`src/rtl/serial_add_ctrl.sv`:
```
// serial_add_ctrl: bit-serial add/subtract engine around one full-adder cell.
// Processes one bit pair per clock, LSB first; a WIDTH-bit operation takes
// WIDTH cycles between acceptance and result.
//
// Ports:
//   clk, rst_n              clock, synchronous active-low reset
//   in_valid/in_ready       operand handshake (in_ready high only in IDLE)
//   a, b, sub               operands; sub=1 computes a + ~b + 1
//   out_valid/out_ready     result handshake (out_valid high only in DONE)
//   sum, cout, ovf          result, final carry, two's-complement overflow
module serial_add_ctrl #(
    parameter int unsigned WIDTH = 8
) (
    input  logic             clk,
    input  logic             rst_n,
    input  logic             in_valid,
    output logic             in_ready,
    input  logic [WIDTH-1:0] a,
    input  logic [WIDTH-1:0] b,
    input  logic             sub,
    output logic             out_valid,
    input  logic             out_ready,
    output logic [WIDTH-1:0] sum,
    output logic             cout,
    output logic             ovf
);

    localparam int unsigned CW = $clog2(WIDTH);

    typedef enum logic [1:0] {
        IDLE = 2'd0,
        RUN  = 2'd1,
        DONE = 2'd2
    } state_e;

    state_e           state_q, state_d;
    logic [WIDTH-1:0] sa_q, sa_d;
    logic [WIDTH-1:0] sb_q, sb_d;
    logic [WIDTH-1:0] res_q, res_d;
    logic [WIDTH-1:0] sum_q, sum_d;
    logic             carry_q, carry_d;
    logic             cout_q, cout_d;
    logic             ovf_q, ovf_d;
    logic [CW-1:0]    cnt_q, cnt_d;

    logic             fa_s;
    logic             fa_c;

    // The single full-adder cell.
    assign fa_s = sa_q[0] ^ sb_q[0] ^ carry_q;
    assign fa_c = (sa_q[0] & sb_q[0]) | (sa_q[0] & carry_q) | (sb_q[0] & carry_q);

    // Next-state and datapath update.
    always_comb begin
        state_d = state_q;
        sa_d    = sa_q;
        sb_d    = sb_q;
        res_d   = res_q;
        sum_d   = sum_q;
        carry_d = carry_q;
        cout_d  = cout_q;
        ovf_d   = ovf_q;
        cnt_d   = cnt_q;

        case (state_q)
            IDLE: begin
                if (in_valid) begin
                    sa_d    = a;
                    sb_d    = sub ? ~b : b;
                    carry_d = sub;
                    cnt_d   = '0;
                    res_d   = '0;
                    state_d = RUN;
                end
            end
            RUN: begin
                res_d   = {fa_s, res_q[WIDTH-1:1]};
                carry_d = fa_c;
                sa_d    = {1'b0, sa_q[WIDTH-1:1]};
                sb_d    = {1'b0, sb_q[WIDTH-1:1]};
                cnt_d   = cnt_q + CW'(1);
                if (cnt_q == CW'(WIDTH - 1)) begin
                    // carry_q here is the carry into the MSB.
                    sum_d   = {fa_s, res_q[WIDTH-1:1]};
                    cout_d  = fa_c;
                    ovf_d   = carry_q ^ fa_c;
                    cnt_d   = cnt_q;
                    state_d = DONE;
                end
            end
            DONE: begin
                if (out_ready) begin
                    state_d = IDLE;
                end
            end
            default: begin
                state_d = IDLE;
            end
        endcase
    end

    // State register; reset discards any in-flight operation.
    always_ff @(posedge clk) begin
        if (!rst_n) begin
            state_q <= IDLE;
            sa_q    <= '0;
            sb_q    <= '0;
            res_q   <= '0;
            sum_q   <= '0;
            carry_q <= 1'b0;
            cout_q  <= 1'b0;
            ovf_q   <= 1'b0;
            cnt_q   <= '0;
        end else begin
            state_q <= state_d;
            sa_q    <= sa_d;
            sb_q    <= sb_d;
            res_q   <= res_d;
            sum_q   <= sum_d;
            carry_q <= carry_d;
            cout_q  <= cout_d;
            ovf_q   <= ovf_d;
            cnt_q   <= cnt_d;
        end
    end

    assign in_ready  = (state_q == IDLE);
    assign out_valid = (state_q == DONE);
    assign sum       = sum_q;
    assign cout      = cout_q;
    assign ovf       = ovf_q;

endmodule

```
`config.mk`:
```
export PLATFORM = sky130hd
export DESIGN_NAME = serial_add_ctrl
export DESIGN_NICKNAME = d
export VERILOG_FILES = /design/src/rtl/serial_add_ctrl.sv
export SDC_FILE = /design/constraint.sdc
export NUM_CORES = 1
export LEC_CHECK = 0
export CAP_MARGIN = 20
export CORE_MARGIN = 1
export CORE_UTILIZATION = 48
export CTS_BUF_LIST = sky130_fd_sc_hd__clkbuf_4 sky130_fd_sc_hd__clkbuf_8
export DETAILED_ROUTE_END_ITERATION = 12
export PLACE_DENSITY_LB_ADDON = 0.15
export SETUP_SLACK_MARGIN = 0.15
export SYNTH_ARGS = -nofsm -noshare
export SYNTH_HDL_FRONTEND = slang
export SYNTH_SLANG_ARGS = --single-unit
```
`constraint.sdc`:
```
create_clock -name clk -period 1.27 [get_ports clk]
set_input_delay 0.1905 -clock clk [delete_from_list [all_inputs] [get_ports clk]]
set_output_delay 0.1905 -clock clk [all_outputs]
set_load 0.1 [all_outputs]
```
==> results of run 1 <==
[worst reg2reg max path, stage by stage, from the launching register on]
cell and delay (ns):
dfxtp_2 0.35, ha_4 0.16, ha_4 0.16, and3b_2 0.21, buf_12 0.14, o211a_1 0.20
[cell type report]
type                       count  area, sq um
tap                           46         57.6
timing repair buffer          51          612
multi-input combinational    133          982
clock inverter                 3         15.0
clock buffer                   5         37.5
fill                         216          876
sequential                    39          810
[stage by stage]
stage,util (%),area [sq um],instances,TNS [ns]
floorplan,-,1820,184,-0.0748
global placement,68.4,2320,260,-3.53
detailed placement,68.4,2320,260,-5.81
CTS,72.9,2470,276,-0.351
global route,74.2,2510,277,-1.12
finish,74.2,2510,277,-0.352
[flip-flops by register name, indices dropped and copies added (netlist names)]
signal,flops
carry_q,1
cnt_q,3
cout,1
ovf,1
res_q,7
sa_q,8
sb_q,8
state_q,2
sum,8
[power by group through the flow]
stage                     logic (W)  registers, W  clock network [W]
after floorplan            0.000269       0.00134                  0
after global placement     0.000376       0.00136                  0
after detailed placement   0.000394       0.00136                  0
after CTS                  0.000437       0.00133           0.000628
after global routing       0.000491       0.00133           0.000702
final                      0.000448       0.00133           0.000623
[cell families after synthesis]
| family | count (synthesis) | share of synthesized area [%] |
|---|---|---|
| AO/OA/AOI/OAI | 50 | 21.8 |
| XOR/XNOR | 9 | 4.55 |
| adder cells (fa/ha/maj) | 3 | 2.60 |
| buffers and inverters | 12 | 4.18 |
| flip-flops | 39 | 45.0 |
| multiplexers | 8 | 4.62 |
| AND/OR/NAND/NOR | 63 | 17.2 |
[worst max path at each step]
stage                          start    endpoint  slack [ns]
after CTS                 state_q[0]   out_valid       -0.09
after floorplan           state_q[1]  state_q[1]       -0.07
after global placement      in_valid     sb_q[1]       -0.20
final                     state_q[0]   out_valid       -0.09
after detailed placement    in_valid     sb_q[3]       -0.33
after global routing      state_q[0]   out_valid       -0.13
[metal layers]
layer | track usage, % | vias up | routed length [um]
met5 | 0 | - | 0
met4 | 6.98 | 0 | 51
met3 | 5.70 | 6 | 185
met2 | 35.9 | 42 | 1870
met1 | 23.4 | 670 | 1510
li1 | - | 732 | -
[cells in the final DEF (no fill, tap or decap), drive strengths merged, types with 2 or more instances in the layout]
master,synthesis,routed
mux2i,8,8
clkdlybuf4s50,0,20
buf,8,31
a211oi,7,7
o211a,9,9
ha,2,2
nand2b,5,5
a21boi,11,11
dfxtp,39,39
xnor2,9,9
nand2,32,32
nor2,10,10
a22oi,7,7
clkbuf,4,5
clkinv,0,3
o21ai,12,12
nor2b,10,10
[what timing repair did]
item	CTS	global route
hold endpoints to repair	0	0
resized for setup	13	11
pin swaps	0	1
endpoints found under the setup margin	37	50
setup buffers	8	1
==> impl_results.md, run 1 <==
- Antenna viol nets, final: 0
- Post-synth top area share: a little under half
- Yosys warns: 0
- Worst slew pin tran: 0.383 ns
- DRC: 0
- Worst vdd ir: roughly 770 uV
- Seq/Total Area, Yosys: 45.0%
- WS Path Type: reg2out
- Worst r2r dst: ovf
- CP startpoint kind: register
- CTS Buf Count: 5
- Top-count cell post-synth: dfxtp_1
- Ys async rst share: 0%
- CP required: ~1.1 ns
- Pwr Density: 954 nW/um^2
- Vias: 1450
- CP endpoint kind: output port
- GR Overflow Total: 0
- Port bufs: 32
- Core area: about 3400 sq um
- CP delay by family, top: flip-flops
- Dpl hpwl: 2.54 mm
- CP peak stage delay: 0.37 ns
- Worst flop-to-flop path startpoint: cnt_q[1]
- Top cells by count, synth: 39 x dfxtp_1, 32 x nand2_1, 12 x o21ai_0, 10 x nor2_1, 10 x nor2b_1
- Fin worst setup slack: -0.0858 ns
- Clock slew at reported path FFs: 0.11 ns
- Worst r2r path cells: 5
- Pleak: 0.997 nW
- Comb pwr share: 18.7%
- Vias in the first global route: 1383
- Die Height: 62.1 um
- Violations in the final reports: setup timing
- Cells after Synth: 184
- Max_cap viols: 0
- Crit-path most repeated cell: buf_12
- Synth area leader: dfxtp_1
- Initial antenna violation count: 0
- CP bufs+invs: 2
- Ant diodes: 0
- Switching power: 0.000665 W
- Post-Syn Area: 1730 sq um
- Prevailing post-synth register cell: dfxtp_1
- CP max FO: 5
- Max_slew headroom: between 70% and 80%
- Final hold vios: 0
- Total global-route track usage: 20.3%
- Drt total wl: 3.62 mm
- Synthesized flop and latch total: 39
- Avg Cell Area, Syn: approximately 9.4 sq um
- Drt first pass iters: 4
- Worst hold slack: 0.475 ns
- Synthesized Nets: 208
- Sequential power share: 55.3%
- FF-to-FF setup slack: -0.06 ns
- HP Start: res_q[1]
- Slowest cell on the critical path: dfxtp_4
- Hold Path Class: reg2reg
- Global-route wire length before repair: 6.20 mm
- Hold Path End: sum[0]
- Clock network latency to the later pin of the worst-skew pair: ~0.36 ns
- Die width: 62.1 um
- CP Data Arrival Time: 1.17 ns
- Layout Nets: 254
- RSZ-0062 raised after global routing: true
- P&R area growth vs syn: 44.9%
- CTS Buffer Depth: 2
- Final number of max-transition violations: 0
- FMAX: 0.738 GHz
- Clk_skew: 0.0153 ns
- Placer Congestion: 0.749
- Cell-internal power: 0.00173 W
- Clock Tree Root: clkbuf_4
- Clk sinks: 39
- Netlist cell types: 29
- Final Total Pwr: 0.00240 W
- Clock share of power: about a quarter
- # setup viols final: 8
- Number of flops mapped to enable cells by yosys: 0
- FP Rows: 21
- H-tree depth: 2
- Sw Ratio: 27.7%
- Top post-synthesis cells by area: dfxtp_1 45%, nand2_1 6.9%, o211a_1 5.2%
- Minimum clock period: 1.36 ns
- Fin crit share: 107%
- Post-CTS Hold Fix Bufs: 0
- Logic depth of the worst setup path including buffers: 3
- Hold depth: 2
- DR WL/cell: 13.1 um
- Worst path cell trace: buf_12 -> nor2b_4 -> buf_12
- Die ar.: 3860 sq um
- Layout cell share with drive strength beyond 1: about 34%
- CTS tree: yes
- Status: complete, but fails checks
- Initial core utilization: 51.2%
- DR vias/cell: roughly 5.2
- Post-place setup slack: -0.330 ns
- Pin count of the biggest net entering global routing: 24
- Detailed Route Iter0 Violations: 60
- # IOs: 33
Note: power is estimated with default switching activity, not from simulation.
==> run 2: changes to the inputs <==
Settings changed: GPL_ROUTABILITY_DRIVEN from default to 1, MAX_ROUTING_LAYER from default to met4, SKIP_CTS_REPAIR_TIMING from default to 1.
==> run 2 against run 1 <==
Effect of this change:
- the run still ends with setup timing left
- clock power decreased by 2%
- worst hold slack lost 0.012 ns
- worst setup slack lost 0.012 ns
- die area is the same
- critical path type unchanged
- final area up 0.15%
==> impl_results.md, run 2 (same netlist as run 1, synthesis figures left out) <==
- Status: complete, but fails checks (unchanged)
- Violations in the final reports: setup timing (unchanged)
- Switching power: 0.000655 W (was 0.000665 W)
- CP startpoint kind: register (unchanged)
- Pwr Density: 953 nW/um^2 (was 954 nW/um^2)
- Cell-internal power: 0.00174 W (was 0.00173 W)
- CTS tree: yes (unchanged)
- RSZ-0062 raised after global routing: true (unchanged)
- CP endpoint kind: output port (unchanged)
- Detailed Route Iter0 Violations: 55 (was 60)
- FP Rows: 21 (unchanged)
- Initial core utilization: 51.2% (unchanged)
- FMAX: 0.731 GHz (was 0.738 GHz)
- Clock share of power: 25.5% (was 26.0%)
- Post-place setup slack: -0.330 ns (unchanged)
- DRC: 0 (unchanged)
- Fin cells: 279 (was 277)
- Clock Tree Root: clkbuf_4 (unchanged)
- Commonest non-fill, non-tap cell in the layout: nand2_1 (unchanged)
- Die width: 62.1 um (unchanged)
- Total global-route track usage: 19.4% (was 20.3%)
- Fin crit share: 108% (was 107%)
- HP Start: res_q[1] (unchanged)
- Die Height: 62.1 um (unchanged)
- Register Area: 810 sq um (unchanged)
- DR vias/cell: 5.33 (was 5.23)
- Sequential power share: 55.4% (was 55.3%)
- H-tree depth: 2 (unchanged)
- Ant diodes: 0 (unchanged)
- Drt first pass iters: 5 (was 4)
- Clk sinks: 39 (unchanged)
- DR WL/cell: 13.6 um (was 13.1 um)
- Vias: 1487 (was 1450)
- Layout cell share with drive strength beyond 1: 30.9% (was 34.2%)
- Placed Cells: 260 (unchanged)
- Area taken by multi-input logic gates: 961 sq um (was 982 sq um)
- Drt total wl: 3.80 mm (was 3.62 mm)
- Max_cap viols: 0 (unchanged)
- Critical Path Start: state_q[0] (unchanged)
- WS Path Type: reg2out (unchanged)
- CTS Buffer Depth: 2 (unchanged)
- CP Data Arrival Time: 1.18 ns (was 1.17 ns)
- Pin count of the biggest net entering global routing: 24 (unchanged)
- P&R area growth vs syn: 45.2% (was 44.9%)
- Global-route wire length before repair: 5.79 mm (was 6.20 mm)
- Die ar.: 3860 sq um (unchanged)
- Most frequent cells in the layout: 29 x nand2_1, 22 x dfxtp_1, 20 x clkdlybuf4s50_1 (unchanged)
- Max_slew headroom: 67.8% (was 74.4%)
- Layout Nets: 256 (was 254)
- Vias in the first global route: 1333 (was 1383)
- Clock slew at reported path FFs: 0.11 ns (about the same)
- CP required: 1.08 ns (about the same)
- FF-to-FF setup slack: -0.05 ns (was -0.06 ns)
- Fin worst setup slack: -0.0974 ns (was -0.0858 ns)
- Final hold vios: 0 (unchanged)
- # IOs: 33 (unchanged)
- GR Overflow Total: 0 (unchanged)
- Pleak: 1.01 nW (was 0.997 nW)
- Antenna viol nets, final: 0 (unchanged)
- Hold Path Class: reg2reg (unchanged)
- CTS Buf Count: 5 (unchanged)
- Dpl hpwl: 2.54 mm (unchanged)
- Port bufs: 32 (unchanged)
- Clock network latency to the later pin of the worst-skew pair: 0.35 ns (was 0.36 ns)
- Initial antenna violation count: 0 (unchanged)
- Post-route design area: 2520 sq um (was 2510 sq um)
- Minimum clock period: 1.37 ns (was 1.36 ns)
- Comb pwr share: 19.2% (was 18.7%)
- Worst vdd ir: 769 uV (about the same)
- # setup viols final: 15 (was 8)
- Dpl cell area: 2320 sq um (unchanged)
- Final number of max-transition violations: 0 (unchanged)
- CP max FO: 6 (was 5)
- Worst flop-to-flop path startpoint: cnt_q[1] (unchanged)
- FILL cells: 219 (was 216)
- Placer Congestion: 0.758 (was 0.749)
- Core area: 3390 sq um (unchanged)
- Sw Ratio: 27.3% (was 27.7%)
- Clk_skew: 0.0116 ns (was 0.0153 ns)
- Worst slew pin tran: 0.481 ns (was 0.383 ns)
==> run 2: cell count changes in the layout (fill, tap and decap cells not counted), sizes merged <==
cell,change
o21ba,+1
clkbuf,+1
==> run 2: path summary, 6_finish.rpt <==
kind,end,depth (start not counted)
min,sum[0],2
max reg2reg,ovf,5
min reg2reg,sum[0],2
max,out_valid,3
==> run 2: final cells by class <==
cell class | count | share of cell area (%)
multi-input combinational | 134 | 38.2
sequential | 39 | 32.2
timing repair buffer | 52 | 25.3
tap | 46 | 2.29
clock buffer | 5 | 1.49
clock inverter | 3 | 0.596
==> run 2: metal layers <==
metal	up-vias	GRT usage [%]	part of all wire, %
met5	-	-	0
li1	734	-	-
met4	0	6.10	1.7
met1	704	21.2	41
met3	7	4.96	4.7
met2	42	34.3	52
==> run 2: through the flow <==
step / util, % / TNS (ns) / hold WS [ns] / total power, W
CTS: 70.0 / -0.868 / 0.463 / 0.00236
finish: 74.3 / -0.481 / 0.462 / 0.00240
global route: 74.3 / -1.89 / 0.476 / 0.00253
detailed placement: 68.4 / -5.81 / 0.447 / 0.00175
global placement: 68.4 / -3.53 / 0.439 / 0.00173
floorplan: - / -0.0748 / 0.393 / 0.00161
==> run 2: power groups by stage <==
stage,registers (W),logic [W],clock network (W)
floorplan,0.00134,0.000269,0
global placement,0.00136,0.000376,0
detailed placement,0.00136,0.000394,0
CTS,0.00133,0.000395,0.000628
global route,0.00133,0.000502,0.000693
finish,0.00133,0.000460,0.000611
==> run 2: worst max-delay path, cell delays in order, from the launching register on <==
cell,delay (ns)
dfxtp_4,0.39
buf_12,0.14
nor2b_4,0.13
buf_12,0.18
==> RTL change (config.mk and constraints of run 2) <==
Take the reset off `sum_q` and load it in a clocked block of its own.
--- a/src/rtl/serial_add_ctrl.sv
+++ b/src/rtl/serial_add_ctrl.sv
@@ -106,7 +106,6 @@
             sa_q    <= '0;
             sb_q    <= '0;
             res_q   <= '0;
-            sum_q   <= '0;
             carry_q <= 1'b0;
             cout_q  <= 1'b0;
             ovf_q   <= 1'b0;
@@ -116,12 +115,15 @@
             sa_q    <= sa_d;
             sb_q    <= sb_d;
             res_q   <= res_d;
-            sum_q   <= sum_d;
             carry_q <= carry_d;
             cout_q  <= cout_d;
             ovf_q   <= ovf_d;
             cnt_q   <= cnt_d;
         end
+    end
+
+    always_ff @(posedge clk) begin
+        sum_q <= sum_d;
     end
 
     assign in_ready  = (state_q == IDLE);
Behaviour: differs if rst_n is asserted again (counterexample within 10 cycles, from zero or initial values and one cycle with rst_n low); with rst_n held inactive, the same outputs for 10 cycles.
==> RTL change against run 2 <==
- wire length decreased by 2.0%
- the flow still finishes with violations (negative setup slack)
- worst setup slack got worse by 34 ps
- sequential cell count unchanged
- first-iteration DRC count increased by 7.3%
- critical path type unchanged
- non-clock buffer count increased by 6
- register-to-register slack got worse by 20 ps
- final area increased by 1.0%
- total power increased by 9.8%
- area after synthesis decreased by 2.8%
- largest power group unchanged
- highest routed layer unchanged
==> RTL change: results (changes against run 2) <==
yosys:
  synth_seq_area_share: 0.5108  # +0.06055
  synthDistinctLibCells: 33  # +14%
  yosysTopAreaCellShare: 0.3682  # -0.08199
  yosys-top-cells-area: "sky130_fd_sc_hd__dfxtp_1 (37%), sky130_fd_sc_hd__edfxtp_1 (14%), sky130_fd_sc_hd__mux2i_1 (5.3%)"
  synth_mux_area_frac: 0.05345  # +0.007276
  synth_edf_count: 8  # +8
  synth.net_count: 178  # -14%
  synth_compound_gate_area_share: 0.1782  # -0.03972
  yosys.area_share.adder: 0.02673  # +0.0007520
  synth_area_per_cell_um2: 10.94  # +16%
timing:
  worst_pin_slew_ps: 284.9  # -196.3 ps
  hold_ws_ps: 454.5  # -7.724 ps
  finClkSkew_ps: 16.53  # +4.957 ps
  finalSetupTns_ps: -548.4  # -67.65 ps
  setup_ws_ps: -131.2  # -33.86 ps
  finalSetupViolCount: 14  # -1
global_routing:
  global_route.usage.total: 0.1998  # +0.005709
  first_global_vias: 1164  # -13%
  globalRouteMet1Util: 0.2213  # +0.009047
  grt_pass1_wl_mm: 5.264  # -9.1%
  grt_use_met3: 0.05672  # +0.007090
routing:
  post_drt_via_cell_ratio: 5.349  # +0.36%
  drt_wl_total_mm: 3.721  # -2.0%
  wl_met3_um: 172  # -4.4%
  met1_length_mm: 1.557  # -0.64%
  drt_first_iter_violations: 59  # +7.3%
  detailroute.wirelength.met2_mm: 1.875  # -5.6%
setup_path:
  worstPathArrival_ps: 1210  # +30 ps
  worst_r2r_startpoint: "cnt_q[0]"
  ff2ff_path_depth: 6  # +1
  timing.rr.end: "cout"
  setup_slack_of_the_worst_register_to_register_path_ps: -70  # -20 ps
layout:
  final.fill_count: 244  # +11%
  layout.nets: 235  # -8.2%
place:
  gp_routability_congestion: 0.7469  # -1.5%
  placement.cell_area_mm2: 0.002268  # -2.2%
  dp_hpwl_mm: 2.413  # -5.1%
  dp_worst_setup_slack_ps: -146.4  # +183.5 ps
power:
  total_leakage_power_nw: 1.053  # +4.1%
  ir_drop_uv: 605.2  # -21%
outcome:
  outcome: "finished, violations left"
  violations: "negative setup slack"
RTL change: cell types whose count changed after synthesis, moves of 3 or more:
cell and delta:
sky130_fd_sc_hd__nand2_1 -16, sky130_fd_sc_hd__a21boi_0 -8, sky130_fd_sc_hd__dfxtp_1 -8, sky130_fd_sc_hd__edfxtp_1 +8, sky130_fd_sc_hd__o21ai_0 -5, sky130_fd_sc_hd__nand2b_1 -3
sky130_fd_sc_hd__o22ai_1 +3
RTL change: critical path, cell delays in order, from the launching register on:
cell and delay [ps]:
sky130_fd_sc_hd__dfxtp_4 380, sky130_fd_sc_hd__buf_12 130, sky130_fd_sc_hd__nor2_4 80, sky130_fd_sc_hd__buf_6 110, sky130_fd_sc_hd__buf_12 160
RTL change: worst max-delay path by stage:
stage	startpoint	end	slack [ps]
2_1_floorplan	state_q[0]	sb_q[1]	-150
6_report	state_q[0]	in_ready	-130
3_5_place_dp	in_valid	sb_q[2]	-150
3_3_place_gp	in_valid	sb_q[4]	-100
5_1_grt	state_q[0]	in_ready	-210
4_1_cts	state_q[0]	in_ready	-270
RTL change: kinds of logic after synthesis:
kind of cell | after synthesis
simple gates | 45
fa+ha+maj | 3
xor+xnor | 9
mux | 9
compound gates | 38
flops | 39
buf+inv | 11
RTL change: layout make-up:
class	instances	area share
sequential	39	0.3458
multi-input combinational	107	0.3281
timing repair buffer	58	0.2715
tap	46	0.02263
clock inverter	3	0.01722
clock buffer	5	0.01476
RTL change: where the power goes:
part           switching, mW  leakage (nW)  internal (mW)
Clock                  0.417        0.0452          0.414
Combinational          0.198         0.672          0.252
Sequential            0.0398         0.336           1.32
Total                  0.654          1.05           1.98
